[src/rtl/multicycle_data_path_if.sv]
// Memory/bus port of the multicycle datapath.
// One shared instruction/data port with a valid/ready handshake.
//   mem_req   : request valid (master -> slave)
//   mem_we    : request is a write
//   mem_addr  : byte address of the request
//   mem_wdata : store data
//   mem_rdata : read data, valid together with mem_ready
//   mem_ready : request accepted/completed this cycle
interface multicycle_data_path_if #(
    parameter int unsigned WIDTH = 32
);
    logic             mem_req;
    logic             mem_we;
    logic [WIDTH-1:0] mem_addr;
    logic [WIDTH-1:0] mem_wdata;
    logic [WIDTH-1:0] mem_rdata;
    logic             mem_ready;

    modport master (
        output mem_req,
        output mem_we,
        output mem_addr,
        output mem_wdata,
        input  mem_rdata,
        input  mem_ready
    );

    modport slave (
        input  mem_req,
        input  mem_we,
        input  mem_addr,
        input  mem_wdata,
        output mem_rdata,
        output mem_ready
    );
endinterface

[src/rtl/multicycle_data_path.sv]
// Multicycle ARM-subset datapath: phase FSM, 16-entry register file, ALU,
// one shared memory port with valid/ready handshake and a bus timeout.
// Control comes from an external decoder looking at `instruction`.
//
// Ports:
//   clk, rst          : clock (rising edge), async active-low reset
//   instruction       : instruction register (IR) to the decoder
//   cond_ok .. alu_control : decoder control inputs
//   alu_flags         : registered NZCV
//   pc, state         : program counter, current phase
//   mem               : memory port (master side)
//   bus_error         : sticky timeout flag
//   instr_done        : one-cycle pulse per retired/annulled instruction
//
// State table:
//   state     | meaning
//   FETCH     | read instruction at pc, pc += 4
//   DECODE    | latch A, B, IMM; annul on condition fail
//   EXECUTE   | ALU; branches retire here
//   MEMORY    | load/store access at ALUOut
//   WRITEBACK | write ALUOut or MDR to Rd (Rd=15 goes to pc)
//   HALT      | bus timeout; only reset leaves
module multicycle_data_path #(
    parameter int unsigned      WIDTH    = 32,
    parameter logic [WIDTH-1:0] RESET_PC = '0,
    parameter int unsigned      TIMEOUT  = 15
) (
    input  logic                  clk,
    input  logic                  rst,
    output logic [WIDTH-1:0]      instruction,
    input  logic                  cond_ok,
    input  logic                  reg_write,
    input  logic                  mem_write,
    input  logic                  mem_to_reg,
    input  logic                  alu_src,
    input  logic                  branch,
    input  logic [1:0]            imm_src,
    input  logic [1:0]            reg_src,
    input  logic [3:0]            alu_control,
    output logic [3:0]            alu_flags,
    output logic [WIDTH-1:0]      pc,
    output logic [2:0]            state,
    multicycle_data_path_if.master mem,
    output logic                  bus_error,
    output logic                  instr_done
);

    typedef enum logic [2:0] {
        S_FETCH     = 3'd0,
        S_DECODE    = 3'd1,
        S_EXECUTE   = 3'd2,
        S_MEMORY    = 3'd3,
        S_WRITEBACK = 3'd4,
        S_HALT      = 3'd5
    } state_t;

    localparam bit          TO_EN = (TIMEOUT != 0);
    localparam int unsigned TW    = (TIMEOUT > 0) ? $clog2(TIMEOUT + 1) : 1;

    state_t           state_q, state_d;
    logic [WIDTH-1:0] pc_q, ir_q, a_q, b_q, imm_q, alu_out_q, mdr_q;
    logic [3:0]       flags_q;
    logic [WIDTH-1:0] regs [16];
    logic [TW-1:0]    wait_q;
    logic             bus_error_q, done_q;

    logic [23:0]      ir24;
    logic [3:0]       rn, rm, rd;
    logic [WIDTH-1:0] pc_plus4, rn_val, rm_val, rd_val, imm_d, alu_b, y, wb_val;
    logic [WIDTH:0]   sum;
    logic             c_out, v_out;
    logic [3:0]       flags_y;
    logic             bus_wait, timeout_hit;

    // Field extraction through a fixed 24-bit view keeps narrow WIDTHs legal.
    assign ir24     = 24'(ir_q);
    assign rn       = reg_src[0] ? 4'd15 : ir24[19:16];
    assign rm       = reg_src[1] ? ir24[15:12] : ir24[3:0];
    assign rd       = ir24[15:12];
    assign pc_plus4 = pc_q + WIDTH'(4);

    // pc already points past the current instruction, so R15 reads fetch+8.
    assign rn_val = (rn == 4'd15) ? pc_plus4 : regs[rn];
    assign rm_val = (rm == 4'd15) ? pc_plus4 : regs[rm];
    assign rd_val = (rd == 4'd15) ? pc_plus4 : regs[rd];

    always_comb begin
        imm_d = '0;
        case (imm_src)
            2'b00:   imm_d = WIDTH'(ir24[7:0]);
            2'b01:   imm_d = WIDTH'(ir24[11:0]);
            2'b10:   imm_d = WIDTH'($signed({ir24, 2'b00}));
            default: imm_d = '0;
        endcase
    end

    assign alu_b = alu_src ? imm_q : b_q;

    always_comb begin
        sum   = '0;
        y     = '0;
        c_out = 1'b0;
        v_out = 1'b0;
        case (alu_control)
            4'h0: begin
                sum   = {1'b0, a_q} + {1'b0, alu_b};
                y     = sum[WIDTH-1:0];
                c_out = sum[WIDTH];
                v_out = (a_q[WIDTH-1] == alu_b[WIDTH-1]) && (y[WIDTH-1] != a_q[WIDTH-1]);
            end
            4'h1: begin
                // A + ~B + 1: carry out is NOT borrow
                sum   = {1'b0, a_q} + {1'b0, ~alu_b} + (WIDTH + 1)'(1);
                y     = sum[WIDTH-1:0];
                c_out = sum[WIDTH];
                v_out = (a_q[WIDTH-1] != alu_b[WIDTH-1]) && (y[WIDTH-1] != a_q[WIDTH-1]);
            end
            4'h2:    y = a_q & alu_b;
            4'h3:    y = a_q | alu_b;
            4'h4:    y = a_q ^ alu_b;
            4'h5:    y = alu_b;
            4'h6:    y = ~alu_b;
            default: y = '0;
        endcase
    end

    assign flags_y = {y[WIDTH-1], (y == '0), c_out, v_out};
    assign wb_val  = mem_to_reg ? mdr_q : alu_out_q;

    // Bus outputs follow the phase; reset forces the port idle immediately.
    always_comb begin
        mem.mem_req   = 1'b0;
        mem.mem_we    = 1'b0;
        mem.mem_addr  = '0;
        mem.mem_wdata = '0;
        if (rst) begin
            if (state_q == S_FETCH) begin
                mem.mem_req  = 1'b1;
                mem.mem_addr = pc_q;
            end else if (state_q == S_MEMORY) begin
                mem.mem_req   = 1'b1;
                mem.mem_we    = mem_write;
                mem.mem_addr  = alu_out_q;
                mem.mem_wdata = rd_val;
            end
        end
    end

    assign bus_wait    = mem.mem_req && !mem.mem_ready;
    assign timeout_hit = TO_EN && bus_wait && (wait_q == TW'(1));

    always_ff @(posedge clk or negedge rst) begin
        if (!rst) state_q <= S_FETCH;
        else      state_q <= state_d;
    end

    always_comb begin
        state_d = state_q;
        case (state_q)
            S_FETCH: begin
                if (mem.mem_ready)    state_d = S_DECODE;
                else if (timeout_hit) state_d = S_HALT;
            end
            S_DECODE:  state_d = cond_ok ? S_EXECUTE : S_FETCH;
            S_EXECUTE: begin
                if (branch)                       state_d = S_FETCH;
                else if (mem_write || mem_to_reg) state_d = S_MEMORY;
                else                              state_d = S_WRITEBACK;
            end
            S_MEMORY: begin
                if (mem.mem_ready)    state_d = mem_write ? S_FETCH : S_WRITEBACK;
                else if (timeout_hit) state_d = S_HALT;
            end
            S_WRITEBACK: state_d = S_FETCH;
            S_HALT:      state_d = S_HALT;
            default:     state_d = S_FETCH;
        endcase
    end

    always_ff @(posedge clk or negedge rst) begin
        if (!rst) begin
            pc_q        <= RESET_PC;
            ir_q        <= '0;
            a_q         <= '0;
            b_q         <= '0;
            imm_q       <= '0;
            alu_out_q   <= '0;
            mdr_q       <= '0;
            flags_q     <= '0;
            wait_q      <= TW'(TIMEOUT);
            bus_error_q <= 1'b0;
            done_q      <= 1'b0;
            for (int i = 0; i < 16; i++) regs[i] <= '0;
        end else begin
            done_q <= 1'b0;
            // Down-counter of remaining wait cycles; reloaded whenever the bus is not stalled.
            if (TO_EN && bus_wait) wait_q <= wait_q - TW'(1);
            else                   wait_q <= TW'(TIMEOUT);

            case (state_q)
                S_FETCH: begin
                    if (mem.mem_ready) begin
                        ir_q <= mem.mem_rdata;
                        pc_q <= pc_plus4;
                    end else if (timeout_hit) begin
                        bus_error_q <= 1'b1;
                    end
                end
                S_DECODE: begin
                    a_q   <= rn_val;
                    b_q   <= rm_val;
                    imm_q <= imm_d;
                    if (!cond_ok) done_q <= 1'b1;
                end
                S_EXECUTE: begin
                    alu_out_q <= y;
                    if (!branch && !mem_write && !mem_to_reg) flags_q <= flags_y;
                    if (branch) begin
                        pc_q   <= y;
                        done_q <= 1'b1;
                    end
                end
                S_MEMORY: begin
                    if (mem.mem_ready) begin
                        if (mem_write) done_q <= 1'b1;
                        else           mdr_q  <= mem.mem_rdata;
                    end else if (timeout_hit) begin
                        bus_error_q <= 1'b1;
                    end
                end
                S_WRITEBACK: begin
                    done_q <= 1'b1;
                    if (reg_write) begin
                        if (rd == 4'd15) pc_q     <= wb_val;
                        else             regs[rd] <= wb_val;
                    end
                end
                default: ;
            endcase
        end
    end

    assign instruction = ir_q;
    assign alu_flags   = flags_q;
    assign pc          = pc_q;
    assign state       = state_q;
    assign bus_error   = bus_error_q;
    assign instr_done  = done_q;

endmodule

[src/flat_wrapper.sv]
// flat-port wrapper written by rule: the top's interface ports become plain ports
module multicycle_data_path_flat 
#(
    parameter int unsigned      WIDTH    = 32,
    parameter logic [WIDTH-1:0] RESET_PC = '0,
    parameter int unsigned      TIMEOUT  = 15
)
  (clk, rst, instruction, cond_ok, reg_write, mem_write, mem_to_reg, alu_src, branch, imm_src, reg_src, alu_control, alu_flags, pc, state, bus_error, instr_done, mem_mem_req, mem_mem_we, mem_mem_addr, mem_mem_wdata, mem_mem_rdata, mem_mem_ready);
  multicycle_data_path_if #(.WIDTH(WIDTH)) mem_i ();
  input  logic clk;
  input  logic rst;
  output logic [WIDTH-1:0] instruction;
  input  logic cond_ok;
  input  logic reg_write;
  input  logic mem_write;
  input  logic mem_to_reg;
  input  logic alu_src;
  input  logic branch;
  input  logic [1:0] imm_src;
  input  logic [1:0] reg_src;
  input  logic [3:0] alu_control;
  output logic [3:0] alu_flags;
  output logic [WIDTH-1:0] pc;
  output logic [2:0] state;
  output logic bus_error;
  output logic instr_done;
  output wire logic [$bits(mem_i.mem_req)-1:0] mem_mem_req;
  output wire logic [$bits(mem_i.mem_we)-1:0] mem_mem_we;
  output wire logic [$bits(mem_i.mem_addr)-1:0] mem_mem_addr;
  output wire logic [$bits(mem_i.mem_wdata)-1:0] mem_mem_wdata;
  input wire logic [$bits(mem_i.mem_rdata)-1:0] mem_mem_rdata;
  input wire logic [$bits(mem_i.mem_ready)-1:0] mem_mem_ready;
  assign mem_mem_req = mem_i.mem_req;
  assign mem_mem_we = mem_i.mem_we;
  assign mem_mem_addr = mem_i.mem_addr;
  assign mem_mem_wdata = mem_i.mem_wdata;
  assign mem_i.mem_rdata = mem_mem_rdata;
  assign mem_i.mem_ready = mem_mem_ready;
  multicycle_data_path #(.WIDTH(WIDTH), .RESET_PC(RESET_PC), .TIMEOUT(TIMEOUT)) u_core (.clk(clk), .rst(rst), .instruction(instruction), .cond_ok(cond_ok), .reg_write(reg_write), .mem_write(mem_write), .mem_to_reg(mem_to_reg), .alu_src(alu_src), .branch(branch), .imm_src(imm_src), .reg_src(reg_src), .alu_control(alu_control), .alu_flags(alu_flags), .pc(pc), .state(state), .mem(mem_i), .bus_error(bus_error), .instr_done(instr_done));
endmodule
[config.mk]
export PLATFORM = sky130hd
export DESIGN_NAME = multicycle_data_path_flat
export DESIGN_NICKNAME = d
export VERILOG_FILES = /design/src/rtl/multicycle_data_path_if.sv /design/src/rtl/multicycle_data_path.sv /design/src/flat_wrapper.sv
export SDC_FILE = /design/constraint.sdc
export NUM_CORES = 2
export LEC_CHECK = 0
export ABC_AREA = 0
export BUFFER_PORTS_ARGS = -buffer_cell sky130_fd_sc_hd__buf_2
export CORE_ASPECT_RATIO = 0.5
export CORE_MARGIN = 3
export CORE_UTILIZATION = 57
export CTS_CLUSTER_DIAMETER = 50
export DETAILED_ROUTE_END_ITERATION = 16
export PLACE_DENSITY = 0.77
export SYNTH_ARGS = -nofsm -noshare
export SYNTH_HDL_FRONTEND = slang
export SYNTH_SLANG_ARGS = --single-unit
[constraint.sdc]
create_clock -name clk -period 3.4 [get_ports clk]
set_input_delay 0 -clock clk [delete_from_list [all_inputs] [get_ports clk]]
set_output_delay 0 -clock clk [all_outputs]
set_load 0.05 [all_outputs]
==> reports/qor.csv <==
metric,value,unit
layout_commonest_cell,dfrtp_1,
cap_viol_max_count,0,
io-pin-count,188,
dpl.hpwl,130800,um
die_x,413.1,um
power_density,1038,mW/mm2
routed_wl,197900,um
grt_first_pass_wirelength,289200,um
grt_max_degree,168,
path_cells,mux2i_4 -> inv_2 -> ha_4 -> and3_1 -> a2111oi_4 -> buf_4 -> o211ai_1 -> a211o_1 -> a31o_2 -> a211o_1 -> a2bb2oi_2 -> a211oi_2 -> nand4_1 -> o41ai_2,
wl_per_cell,30.14,um
hp-class,input port to asynchronous set/reset pin,
setup_slack,-150.6,ps
violations,setup timing,
fin_area,0.05724,mm2
ys_types,84,
synth_flop_cell,dfrtp_1,
period_share,104.4,%
cp-end-kind,register,
crit_fanout,5,
drt_first_iter_violations,7757,
final_nets,5573,
worst_ep_arrival_time,4090,ps
synth-edff-count,0,
cts_tree,built,
met3_wirelength,35040,um
portBuffers,187,
start_util,58.48,%
top_layer_used,met5,
clk_path_buf_depth,3,
antenna_found_initial,17,
grt.total_usage,44.67,%
max_stage_delay,430,ps
dpl-instance-area,0.05299,mm2
finalHoldViolations,0,
yosys_warnings,0,
die_h,209.5,um
cts_sinks,743,
postSynth.asyncResetShare,100.0,%
cts_buffers,72,
synth_area,0.04722,mm2
cpMostUsedCell,a211o_1,
vdd_ir_drop_max,841.6,uV
insertion_delay,660,ps
crit_required,3940,ps
crit_type,register to register,
fmax,281.6,MHz
tightest_slew,1318,ps
ant_nets,0,
slew_headroom,11.23,%
slowest_stage,dfrtp_1,
status,finished with violations,
skew,36.24,ps
drcViolationCount,0,
h-tree-depth,3,
synth-seq-cells,743,
rows,73,
p_leak,25.00,nW
drt-pass1-iter-count,7,
period_needed,3551,ps
grt_pass1_vias,45617,
rsz0062_at_grt,yes,
vias_per_cell,7.188,
clk_pin_slew,70,ps
core_area,0.08074,mm2
ys_seq_area_share,39.38,%
dieArea,0.08654,mm2
synth.avg_cell_area,9.555,um2
area_delta_synth_final,21.21,%
grt_overflow,0,
slew_violations,0,
syn_nets,5107,
m1WireLength,68600,um
most-common-layout-cells,"730 x dfrtp_1, 587 x nand2_1, 558 x buf_4, 463 x nor2_1, 453 x a21oi_1",
setup_tns,-275.2,ps
critPathLaunchType,register,
vias,47184,
cts_root_buf,clkbuf_16,
postSynthCellCount,4942,
drive_above_1_share,28.13,%
wl_met2,80690,um
hold_slack,51.07,ps
setup-violations-final,5,
gp_congestion,1.061,
-- through the flow --
stage	instances	total power [mW]	util, %	worst slack (ps)
4_1_cts	6522	55.89	69.77	-236.1
2_1_floorplan	4942	32.25	-	-270.0
6_report	6564	59.39	70.89	-150.6
3_3_place_gp	6331	45.91	65.63	-527.1
3_5_place_dp	6331	46.55	65.63	-543.9
5_1_grt	6555	61.24	70.86	-319.7
-- flip-flops by register name, summed over array words and instances (netlist names) --
register	flops
u_core.a_q	32
u_core.alu_flags	4
u_core.alu_out_q	32
u_core.b_q	32
u_core.bus_error	1
u_core.imm_q	26
u_core.instr_done	1
u_core.instruction	32
u_core.mdr_q	32
u_core.pc	32
u_core.regs	512
u_core.state	3
u_core.wait_q	4
-- cell families after synthesis --
family,after synthesis,synth area share [%]
xor gates and xnor gates,48,0.8903
adders and majority gates,116,3.105
AOI/OAI and AO/OA,1493,19.27
DFF,743,39.38
and+or+nand+nor,1421,12.86
buffers and inverters,578,4.671
muxes,543,19.81
-- repair_timing --
item	4_1_cts	5_1_grt
setup endpoints to repair	54	67
cloned	2	3
hold buffers	46	0
resized for setup	76	131
pin swaps	30	56
hold endpoints to repair	469	0
setup buffers	13	27
-- worst max-delay path: cells and delay by family, from the launching register on --
kind / cells / cell delay [ps]
adder cells (fa/ha/maj): 1 / 230
AND/OR/NAND/NOR: 2 / 340
flip-flops: 1 / 430
AO/OA/AOI/OAI: 8 / 2020
multiplexers: 1 / 190
buffers and inverters: 2 / 240
-- cell type report --
| type | count | area, um2 |
|---|---|---|
| Multi-Input combinational cell | 3621 | 27580 |
| Fill cell | 5717 | 23500 |
| Sequential cell | 743 | 18620 |
| Timing Repair Buffer | 853 | 6825 |
| Clock buffer | 106 | 2113 |
| Tap cell | 1087 | 1360 |
| Inverter | 117 | 439.2 |
| Clock inverter | 24 | 265.3 |
| Antenna cell | 13 | 32.53 |
-- per-layer routing --
layer / vias up / global-route usage, %
met5: - / 2.336
li1: 19037 / -
met2: 4241 / 62.01
met1: 22797 / 56.11
met4: 18 / 23.01
met3: 1091 / 23.99
-- Yosys cell counts, drive strengths merged (45+ instances only) --
master    n  area [um2]
mux2i   158        1585
mux4    305        6869
o21ai   463        2317
o22ai    78       488.0
clkbuf  388        1456
nor2b    47       294.0
nor3     48       240.2
ha      114        1426
nand3    80       400.4
o211ai   49       372.9
dfrtp   739       18490
o221ai   76       683.2
a211oi   46       355.3
a21oi   492        2462
nor2    483        1813
inv     114       427.9
buf      73       310.3
a22oi    45       337.8
nand2   599        2248
mux2     80       900.9
-- power by group --
part	switching (mW)	internal [mW]
Sequential	2.94	11.3
Combinational	22.4	14.4
Clock	3.78	4.59
Total	29.2	30.2
-- final timing paths --
kind	start	end	slack [ps]	cells after the start
min in group clk	alu_control[3]	u_core.alu_out_q[1]	120	5
worst min-delay path	rst	u_core.wait_q[0]	50	2
worst max-delay path	u_core.b_q[18]	u_core.alu_flags[2]	-150	14
worst min register to register	u_core.regs[5]	u_core.regs[5]	380	0
max in group asynchronous	rst	u_core.regs[251]	1440	4
worst max register to register	u_core.b_q[18]	u_core.alu_flags[2]	-150	14
Note: power is estimated with default switching activity, not from simulation.
